File: config.mk
export PLATFORM = sky130hd
export DESIGN_NAME = picoramsoc_ram_arbiter
export DESIGN_NICKNAME = d
export VERILOG_FILES = /design/src/rtl/picoramsoc_pkg.sv /design/src/rtl/picoramsoc_rr_pick.sv /design/src/rtl/picoramsoc_ram_arbiter.sv
export SDC_FILE = /design/constraint.sdc
export NUM_CORES = 1
export LEC_CHECK = 0
export CAP_MARGIN = 20
export CORE_AREA = 2 2 117 119
export CTS_BUF_LIST = sky130_fd_sc_hd__clkbuf_8 sky130_fd_sc_hd__clkbuf_16
export DETAILED_ROUTE_END_ITERATION = 10
export DIE_AREA = 0 0 119 121
export HOLD_SLACK_MARGIN = 0.1
export PLACE_DENSITY = 0.81
export SYNTH_ARGS = -nofsm -noshare
export SYNTH_HDL_FRONTEND = slang
export SYNTH_HIERARCHICAL = 1
export SYNTH_SLANG_ARGS = --single-unit
File: constraint.sdc
create_clock -name clk -period 2.4 [get_ports clk]
set_clock_uncertainty 0.1 [all_clocks]
set_input_delay 0.48 -clock clk [delete_from_list [all_inputs] [get_ports clk]]
set_output_delay 0.48 -clock clk [all_outputs]
set_load 0.005 [all_outputs]
File: src/rtl/picoramsoc_pkg.sv
// Shared types and constants for the on-chip RAM arbiter slice.
package picoramsoc_pkg;

    // Arbiter FSM: one idle cycle to pick and launch, one cycle to complete.
    typedef enum logic {
        ST_IDLE   = 1'b0,
        ST_ACCESS = 1'b1
    } state_e;

    // Master indices into the request/response vectors.
    localparam int M_CPU = 0;
    localparam int M_DMA = 1;
    localparam int NUM_M = 2;

    // Native bus widths.
    localparam int DATA_W = 32;
    localparam int ADDR_W = 32;
    localparam int STRB_W = 4;

    // One master's request as seen by the arbiter.
    typedef struct packed {
        logic              valid;
        logic [STRB_W-1:0] wstrb;
        logic [ADDR_W-1:0] addr;
        logic [DATA_W-1:0] wdata;
    } bus_req_t;

endpackage

File: src/rtl/picoramsoc_rr_pick.sv
// Combinational 2-way round-robin picker with an m1 lock override.
module picoramsoc_rr_pick
    import picoramsoc_pkg::*;
(
    input  logic [NUM_M-1:0] req_i,
    input  logic             last_grant_i,
    input  logic             lock_ok_i,
    output logic [NUM_M-1:0] win_o
);

    // Lone requester wins; on contention the lock override beats alternation.
    always_comb begin
        win_o = '0;
        case (req_i)
            2'b01: win_o[M_CPU] = 1'b1;
            2'b10: win_o[M_DMA] = 1'b1;
            2'b11: begin
                if (lock_ok_i || (last_grant_i == 1'(M_CPU))) begin
                    win_o[M_DMA] = 1'b1;
                end else begin
                    win_o[M_CPU] = 1'b1;
                end
            end
            default: win_o = '0;
        endcase
    end

endmodule

File: src/rtl/picoramsoc_ram_arbiter.sv
// Two-master arbiter for the single port of the synchronous on-chip RAM.
// Each access takes one IDLE (launch) cycle and one ACCESS (complete) cycle.
module picoramsoc_ram_arbiter
    import picoramsoc_pkg::*;
#(
    parameter int WORDS    = 4096,
    parameter int AW       = 22,
    parameter int MAX_LOCK = 4
) (
    input  logic              clk,
    input  logic              reset,
    input  logic              m0_valid,
    input  logic [STRB_W-1:0] m0_wstrb,
    input  logic [ADDR_W-1:0] m0_addr,
    input  logic [DATA_W-1:0] m0_wdata,
    output logic              m0_ready,
    output logic [DATA_W-1:0] m0_rdata,
    input  logic              m1_valid,
    input  logic [STRB_W-1:0] m1_wstrb,
    input  logic [ADDR_W-1:0] m1_addr,
    input  logic [DATA_W-1:0] m1_wdata,
    output logic              m1_ready,
    output logic [DATA_W-1:0] m1_rdata,
    input  logic              m1_lock,
    output logic [STRB_W-1:0] ram_wen,
    output logic [AW-1:0]     ram_addr,
    output logic [DATA_W-1:0] ram_wdata,
    input  logic [DATA_W-1:0] ram_rdata,
    output logic [NUM_M-1:0]  grant,
    output logic              addr_err
);

    localparam int             CW         = $clog2(MAX_LOCK + 1);
    localparam logic [ADDR_W:0] ADDR_LIMIT = (ADDR_W + 1)'(4 * WORDS);

    bus_req_t          req [NUM_M];
    bus_req_t          win;
    logic [NUM_M-1:0]  req_vec, win_oh, ready_vec;
    logic [DATA_W-1:0] rdata_arr [NUM_M];
    logic              win_idx, any_req, launch, in_range_now, lock_ok, override_take;
    logic              unused_bits;

    state_e            state_q, state_d;
    logic              owner_q, owner_d;
    logic              in_range_q, in_range_d;
    logic              last_grant_q, last_grant_d;
    logic              lock_prev_q, lock_prev_d;
    logic [NUM_M-1:0]  grant_q, grant_d;
    logic [CW-1:0]     lock_cnt_q, lock_cnt_d;
    logic [AW-1:0]     ram_addr_q, ram_addr_d;
    logic [DATA_W-1:0] ram_wdata_q, ram_wdata_d;

    assign req[M_CPU] = '{valid: m0_valid, wstrb: m0_wstrb, addr: m0_addr, wdata: m0_wdata};
    assign req[M_DMA] = '{valid: m1_valid, wstrb: m1_wstrb, addr: m1_addr, wdata: m1_wdata};

    genvar gi;
    generate
        for (gi = 0; gi < NUM_M; gi++) begin : g_master
            assign req_vec[gi]   = req[gi].valid;
            // Only the owner sees ready; out-of-range reads return zero.
            assign ready_vec[gi] = (state_q == ST_ACCESS) && (owner_q == 1'(gi));
            assign rdata_arr[gi] = (ready_vec[gi] && in_range_q) ? ram_rdata : '0;
        end
    endgenerate

    // Lock only applies while the previous access was a locked m1 and budget remains.
    assign lock_ok       = lock_prev_q && (lock_cnt_q < CW'(MAX_LOCK));
    assign any_req       = |req_vec;
    assign launch        = (state_q == ST_IDLE) && any_req;
    assign override_take = launch && (&req_vec) && lock_ok;

    picoramsoc_rr_pick u_pick (
        .req_i        (req_vec),
        .last_grant_i (last_grant_q),
        .lock_ok_i    (lock_ok),
        .win_o        (win_oh)
    );

    assign win_idx      = win_oh[M_DMA];
    assign win          = req[win_idx];
    assign in_range_now = ({1'b0, win.addr} < ADDR_LIMIT);
    assign unused_bits  = ^{win.valid, win.addr[1:0], win.addr[ADDR_W-1:AW+2]};

    // State register; an asynchronous reset aborts any access in flight.
    always_ff @(posedge clk or posedge reset) begin
        if (reset) state_q <= ST_IDLE;
        else       state_q <= state_d;
    end

    // Next state: launch from IDLE on any request, ACCESS always lasts one cycle.
    always_comb begin
        state_d = state_q;
        case (state_q)
            ST_IDLE:   if (any_req) state_d = ST_ACCESS;
            ST_ACCESS: state_d = ST_IDLE;
            default:   state_d = ST_IDLE;
        endcase
    end

    // Bookkeeping next-state: owner capture on launch, fairness/lock history on completion.
    always_comb begin
        owner_d      = owner_q;
        in_range_d   = in_range_q;
        last_grant_d = last_grant_q;
        lock_prev_d  = lock_prev_q;
        lock_cnt_d   = lock_cnt_q;
        ram_addr_d   = ram_addr_q;
        ram_wdata_d  = ram_wdata_q;
        grant_d      = '0;
        if (launch) begin
            owner_d     = win_idx;
            in_range_d  = in_range_now;
            grant_d     = win_oh;
            ram_addr_d  = win.addr[AW+1:2];
            ram_wdata_d = win.wdata;
            if (win_idx == 1'(M_CPU))  lock_cnt_d = '0;
            else if (override_take)    lock_cnt_d = lock_cnt_q + CW'(1);
        end
        if (state_q == ST_ACCESS) begin
            last_grant_d = owner_q;
            lock_prev_d  = (owner_q == 1'(M_DMA)) && m1_lock;
            if ((owner_q == 1'(M_DMA)) && !m1_lock) lock_cnt_d = '0;
        end
    end

    // Bookkeeping registers; last_grant resets to m1 so m0 wins the first contention.
    always_ff @(posedge clk or posedge reset) begin
        if (reset) begin
            owner_q      <= 1'(M_CPU);
            in_range_q   <= 1'b0;
            last_grant_q <= 1'(M_DMA);
            lock_prev_q  <= 1'b0;
            lock_cnt_q   <= '0;
            grant_q      <= '0;
            ram_addr_q   <= '0;
            ram_wdata_q  <= '0;
        end else begin
            owner_q      <= owner_d;
            in_range_q   <= in_range_d;
            last_grant_q <= last_grant_d;
            lock_prev_q  <= lock_prev_d;
            lock_cnt_q   <= lock_cnt_d;
            grant_q      <= grant_d;
            ram_addr_q   <= ram_addr_d;
            ram_wdata_q  <= ram_wdata_d;
        end
    end

    // Outputs: RAM port driven by the winner during launch, responses during ACCESS.
    always_comb begin
        ram_wen   = '0;
        if (launch && in_range_now) ram_wen = win.wstrb;
        ram_addr  = ram_addr_d;
        ram_wdata = ram_wdata_d;
        addr_err  = (state_q == ST_ACCESS) && !in_range_q;
        grant     = grant_q;
        m0_ready  = ready_vec[M_CPU];
        m1_ready  = ready_vec[M_DMA];
        m0_rdata  = rdata_arr[M_CPU];
        m1_rdata  = rdata_arr[M_DMA];
    end

endmodule

# After elaboration in Yosys (flattened, before gate mapping)

Index checks and enable logic that the tools add are counted.

Muxes and demuxes: 20
Magnitude comparators: 3
Bitwise gates (word level): 4
Equal/unequal tests: 3
Reduce and logical (&&, ||, !) cells: 17
Add/sub/neg operators: 1

Operator list:

| cell                                                         | number |
|---|---|
| two-way mux 68 bit                                           | 3 |
| two-way mux 32 bit                                           | 3 |
| less-than comparator 32 x 15 -> 1 bit, second input constant | 1 |
| two-way mux 22 bit                                           | 1 |
| two-way mux 3 bit                                            | 5 |
| logical AND 1 bit                                            | 12 |
| one-hot mux 1 bit (2 select lines)                           | 3 |
| == test 2 bit, second input constant                         | 2 |
| two-way mux 4 bit                                            | 1 |
| adder 3 x 1 -> 3 bit, second input constant                  | 1 |
| less-than comparator 3 bit, second input constant            | 1 |
| two-way mux 1 bit                                            | 3 |
| inverter 1 bit                                               | 3 |
| == test 2 x 1 -> 1 bit, second input constant                | 1 |
| >= comparator 2 bit, second input constant                   | 1 |
| logical NOT 1 bit                                            | 2 |
| two-way mux 2 bit                                            | 1 |
| inverter 1 -> 2 bit                                          | 1 |
| AND reduction 2 bit                                          | 1 |
| OR reduction 2 bit                                           | 1 |
| logical OR 1 bit                                             | 1 |

Register bits: 64
Output and inout bits: 127
Input bits: 173

# Depth between registers and ports, before layout

Depth in word-level cells: 12
Mapped depth: 8

# Hierarchy

Netlist, hierarchy kept.

Modules (own cells, without submodules):

| module                 | area an instance (µm²) | times used | cells an instance |
|---|---|---|---|
| picoramsoc_ram_arbiter | 3,540.9                | 1          | 372 |
| picoramsoc_rr_pick     | 30.0                   | 1          | 4 |

# Worst setup path before layout

No wires, ideal clock.

Kind: reg2out
From: reg lock_prev_q
To: out ram_wen[0]
Required time: 1.820 ns
Path buffers: 1
Data arrival time: 1.666 ns
Stages on the path, launching flop included: 9
Setup slack: 0.154 ns
Cells stage by stage: dfrtp_1 -> nor2b_1 -> nand2b_4 -> o21a_1 -> buf_4 -> nor3_1 -> o211ai_2 -> nor4_4 -> nor2b_1

Word-level cells in the longest chain between the ends: 11

RTL lines:

| item                                                       | RTL line                      | text |
|---|---|---|
| start: declaration                                         | picoramsoc_ram_arbiter.sv:47  | `logic lock_prev_q, lock_prev_d;` |
| start signal: assignment                                   | picoramsoc_ram_arbiter.sv:141 | `lock_prev_q <= lock_prev_d;` |
| logical AND 1 bit (*)                                      | picoramsoc_ram_arbiter.sv:67  | `assign lock_ok = lock_prev_q && (lock_cnt_q < CW'(MAX_LOCK));` |
| via lock_ok                                                | picoramsoc_ram_arbiter.sv:40  | `logic win_idx, any_req, launch, in_range_now, lock_ok, override_take;` |
| logical OR 1 bit (*)                                       | picoramsoc_rr_pick.sv:18      | `if (lock_ok_i \|\| (last_grant_i == 1'(M_CPU))) begin` |
| two-way mux 1 bit (*)                                      | picoramsoc_rr_pick.sv:18      |  |
| one-hot mux 1 bit (2 select lines) (*)                     | picoramsoc_rr_pick.sv:14      | `case (req_i)` |
| via win_oh[1]                                              | picoramsoc_ram_arbiter.sv:38  | `logic [NUM_M-1:0] req_vec, win_oh, ready_vec;` |
| inverter 1 -> 2 bit (implied by the code) (*)              | picoramsoc_ram_arbiter.sv:80  | `assign win = req[win_idx];` |
| two-way mux 68 bit (implied by the code) (*) (3 in series) | picoramsoc_ram_arbiter.sv:80  |  |
| less-than comparator 32 x 15 -> 1 bit                      | picoramsoc_ram_arbiter.sv:81  | `assign in_range_now = ({1'b0, win.addr} < ADDR_LIMIT);` |
| logical AND 1 bit                                          | picoramsoc_ram_arbiter.sv:152 | `if (launch && in_range_now) ram_wen = win.wstrb;` |
| two-way mux 4 bit (*)                                      | picoramsoc_ram_arbiter.sv:152 |  |
| end: declaration                                           | picoramsoc_ram_arbiter.sv:25  | `output logic [STRB_W-1:0] ram_wen,` |

The timed path passes the listed nets; every way through them passes the cells marked *. The select of a mux whose other input is x is not followed.

# Worst setup path in the final report

From: reg lock_cnt_q[2]
To: out ram_wen[0]

Word-level cells in the longest chain between the ends: 12

RTL lines:

| item                                                       | RTL line                      | text |
|---|---|---|
| start: declaration                                         | picoramsoc_ram_arbiter.sv:49  | `logic [CW-1:0] lock_cnt_q, lock_cnt_d;` |
| start signal: assignment                                   | picoramsoc_ram_arbiter.sv:142 | `lock_cnt_q <= lock_cnt_d;` |
| less-than comparator 3 bit (*)                             | picoramsoc_ram_arbiter.sv:67  |  |
| logical AND 1 bit (*)                                      | picoramsoc_ram_arbiter.sv:67  |  |
| via lock_ok                                                | picoramsoc_ram_arbiter.sv:40  |  |
| logical OR 1 bit (*)                                       | picoramsoc_rr_pick.sv:18      |  |
| two-way mux 1 bit (*)                                      | picoramsoc_rr_pick.sv:18      |  |
| one-hot mux 1 bit (2 select lines) (*)                     | picoramsoc_rr_pick.sv:14      |  |
| via win_oh[1]                                              | picoramsoc_ram_arbiter.sv:38  |  |
| inverter 1 -> 2 bit (implied by the code) (*)              | picoramsoc_ram_arbiter.sv:80  |  |
| two-way mux 68 bit (implied by the code) (*) (3 in series) | picoramsoc_ram_arbiter.sv:80  |  |
| less-than comparator 32 x 15 -> 1 bit                      | picoramsoc_ram_arbiter.sv:81  |  |
| logical AND 1 bit                                          | picoramsoc_ram_arbiter.sv:152 |  |
| two-way mux 4 bit (*)                                      | picoramsoc_ram_arbiter.sv:152 |  |

Marks and branches as above.

==> results.ini <==
[setup_path]
start_kind=flop
r2r_start=lock_prev_q$_DFFE_PP0P_
worstSetupEndpointType=primary output
cp.arrival_ns=2.46
critPathKind=reg2out
path_max_fanout=3
setup.worst_path.start=lock_cnt_q[2]$_DFF_PP0_
worstPathRequired_ns=1.82

[placed_design]
place_ws_ns=-1.057
portBuffers=295
gp_congestion=0.8950
hpwl_mm=10.68

[power]
netSwitchingFraction_pct=27.81
cellInternalPower_mw=3.304
power_density_mw_per_mm2=552.4
power_switching_mw=1.273
p_leak_nw=4.268
peakVddDrop_v=0.0002977
p_comb_share_pct=43.2
seqPwrFrac_pct=29.8
clock_power_share_pct=27.0

[synth]
yosysWarnings=6
synth-compound-area-share_pct=10.62
synth_nets=550
synth_xor_xnor_area_share_pct=0.2453
ys_seq_elements=64
avgSynthCellArea_um2=9.497
synth_top_area_share_pct=44.15
syn_area_mm2=0.003571
yosys.area_share.simple_pct=23.02
synth_top_family_by_area=simple AND/OR/NAND/NOR gates
synth-adder-area-share_pct=0.3504
synthMuxAreaShare_pct=16.26
ys_seq_area_share_pct=44.88
yosys-top-cells-area=dfrtp_1, mux2i_1, o21ai_0
synth_top_cell_by_area=dfrtp_1
netlist_instances=376
yosysUniqueCellTypes=35

[sta]
setup_viol=60
period_share_pct=126.6
setup-tns-final_ns=-24.70
worst_pin_slew_ns=0.4901
fmax_mhz=329.1
rsz0062_at_grt=true
drv_slew=0
setup_slack_ns=-0.6390
slew_headroom_pct=67.33
hold_violations=0
period_minus_slack_ns=3.039

[route]
drc=0
vias_per_cell=4.588
vias=4570
first_pass_iters=4
drt_iter0_drc=135
wirelength_mm=15.64
post_drt_wl_per_cell_um=15.70
ant_nets=0

[clock_tree]
cts_tree=built
clkLatencyLatePin_ns=0.32
htreeDepth=3
ctsRootBufferMaster=clkbuf_16
cts_made_buffers=9
hold_buffers=0
clkSlewWorstSetupHoldPaths_ns=0.05
clockBufferDepth=2
cts_sinks=64

[final_layout]
finalCoreUtilization_pct=63.33
area_growth_pct=132.1
drive_above_1_share_pct=34.15
nFillCells=1078
n_antenna_cell=0
nNetsFinal=990

[global_routing]
track_usage_pct=21.26
grt_pass1_wl_mm=24.09
grt_overflow=0
grt_pass1_vias=4840
grt_max_degree=38
antenna_found_initial=0

[die]
die_w_um=119
start_util_pct=27.29
core_area_mm2=0.01309
rows=42
fp.dieArea_mm2=0.01440
pin_count=300
die_h_um=121

[flow_run]
maxCapViolCount=0

[outcome]
status=finished with violations
failed_checks=negative setup slack

[worst_hold_path]
hold_class=reg2reg
hold_start=ram_wdata_q[27]$_DFF_PP0_

[cells in the final DEF, fill, tap and decap left out, drive strengths merged, types with 2 or more instances in the layout]
cell type and n:
nor4 7, nor2b 7, o21ai 56, clkdlybuf4s15 3, inv 8, dfrtp 63, clkbuf 13, dlygate4sd2 57
nand3 2, nand2 54, nor2 5, a21o 2, clkinv 3, mux2i 58, a21oi 5, buf 222
and3 33, nor3 2, and2 34, clkdlybuf4s50 170
[state kept, by name (all words and copies together), names as in the netlist]
signal and cells:
owner_q 1, ram_wdata_q 32, last_grant_q 1, lock_cnt_q 3, state_q 1, ram_addr_q 22
in_range_q 1, lock_prev_q 1, grant 2
[critical path, cell delays in order, from the launching register on]
cell,delay [ns]
dfrtp_1,0.40
nor2b_4,0.12
nand2b_4,0.13
o21a_4,0.16
buf_6,0.12
nor4b_4,0.20
a31oi_2,0.15
nor4_4,0.36
buf_4,0.18
buf_6,0.08
nor2b_1,0.11
buf_2,0.12
[final cells by class]
type,instances,area [um^2],share of cell area [%]
inverter,6,27.53,0.3322
timing repair buffer,457,4163,50.23
multi-input combinational,278,1993,24.05
clock buffer,9,225.2,2.718
sequential,64,1603,19.34
clock inverter,6,55.05,0.6644
tap,176,220.2,2.657
[routing by layer]
| layer | GRT usage (%) | wire length, um |
|---|---|---|
| met1 | 21.89 | 5588 |
| met2 | 40.19 | 8402 |
| met3 | 5.921 | 1124 |
| met4 | 9.003 | 521 |
| met5 | 0 | 0 |
[synth_stat cells (all sizes together)]
| library cell | number |
|---|---|
| buf | 13 |
| and4b | 1 |
| dfrtp | 63 |
| nor2 | 5 |
| or2 | 1 |
| mux2i | 58 |
| a21oi | 5 |
| xnor2 | 1 |
| a21o | 2 |
| o21a | 1 |
| nor3b | 1 |
| ha | 1 |
| o22ai | 1 |
| and3 | 33 |
| nor4 | 7 |
| nor2b | 7 |
| o211ai | 1 |
| a22oi | 1 |
| nor3 | 2 |
| o21ai | 56 |
| nor4b | 1 |
| inv | 5 |
| clkinv | 1 |
| dfstp | 1 |
| nand2 | 54 |
| and2 | 34 |
| nand2b | 1 |
| clkbuf | 15 |
| o21bai | 1 |
| nand3 | 2 |
| a31oi | 1 |
[logic make-up (layout without fill, tap and decap cells)]
logic type               Yosys count  after routing
AND/OR/NAND/NOR                  149            149
buffers and inverters             34            478
AO/OA/AOI/OAI                     69             69
XOR/XNOR                           1              1
adder cells (fa/ha/maj)            1              1
flip-flops                        64             64
multiplexers                      58             58
[power by group through the flow]
stage / Sequential (mW) / Combinational, mW / Clock [mW]
after floorplan: 1.36 / 0.497 / 0
after global placement: 1.36 / 1.43 / 0
after detailed placement: 1.38 / 1.46 / 0
after CTS: 1.36 / 1.80 / 1.27
after global routing: 1.38 / 2.13 / 1.32
final: 1.36 / 1.98 / 1.24
[path summary, 6_finish.rpt]
| check | to | cells past startpoint | slack (ns) |
|---|---|---|---|
| max in group asynchronous | ram_addr_q[20]$_DFF_PP0_ | 3 | 1.35 |
| setup reg to reg | ram_addr_q[6]$_DFF_PP0_ | 19 | -0.50 |
| hold reg to reg | ram_wdata_q[27]$_DFF_PP0_ | 2 | 0.38 |
| setup / recovery | ram_wen[0] | 11 | -0.64 |
| min in group asynchronous | grant[0]$_DFF_PP0_ | 3 | 0.44 |
| hold / removal | ram_wdata_q[27]$_DFF_PP0_ | 2 | 0.38 |
[stage by stage]
stage	area [um^2]	hold WS, ns	total power, mW	cells
after floorplan	3571	0.3631	1.854	376
after global placement	7039	0.3718	2.797	869
after detailed placement	7039	0.3791	2.837	869
after CTS	7965	0.3871	4.430	970
after global routing	8287	0.4054	4.833	996
final	8287	0.3781	4.577	996
[timing repair]
item                                    4_1_cts  5_1_grt
cloned                                       11        1
gates resized for setup                     442       40
pin swaps                                    58       58
endpoints found under the setup margin      113       84
buffers inserted                             75       29
No activity file was read; power rests on OpenSTA's default activity.
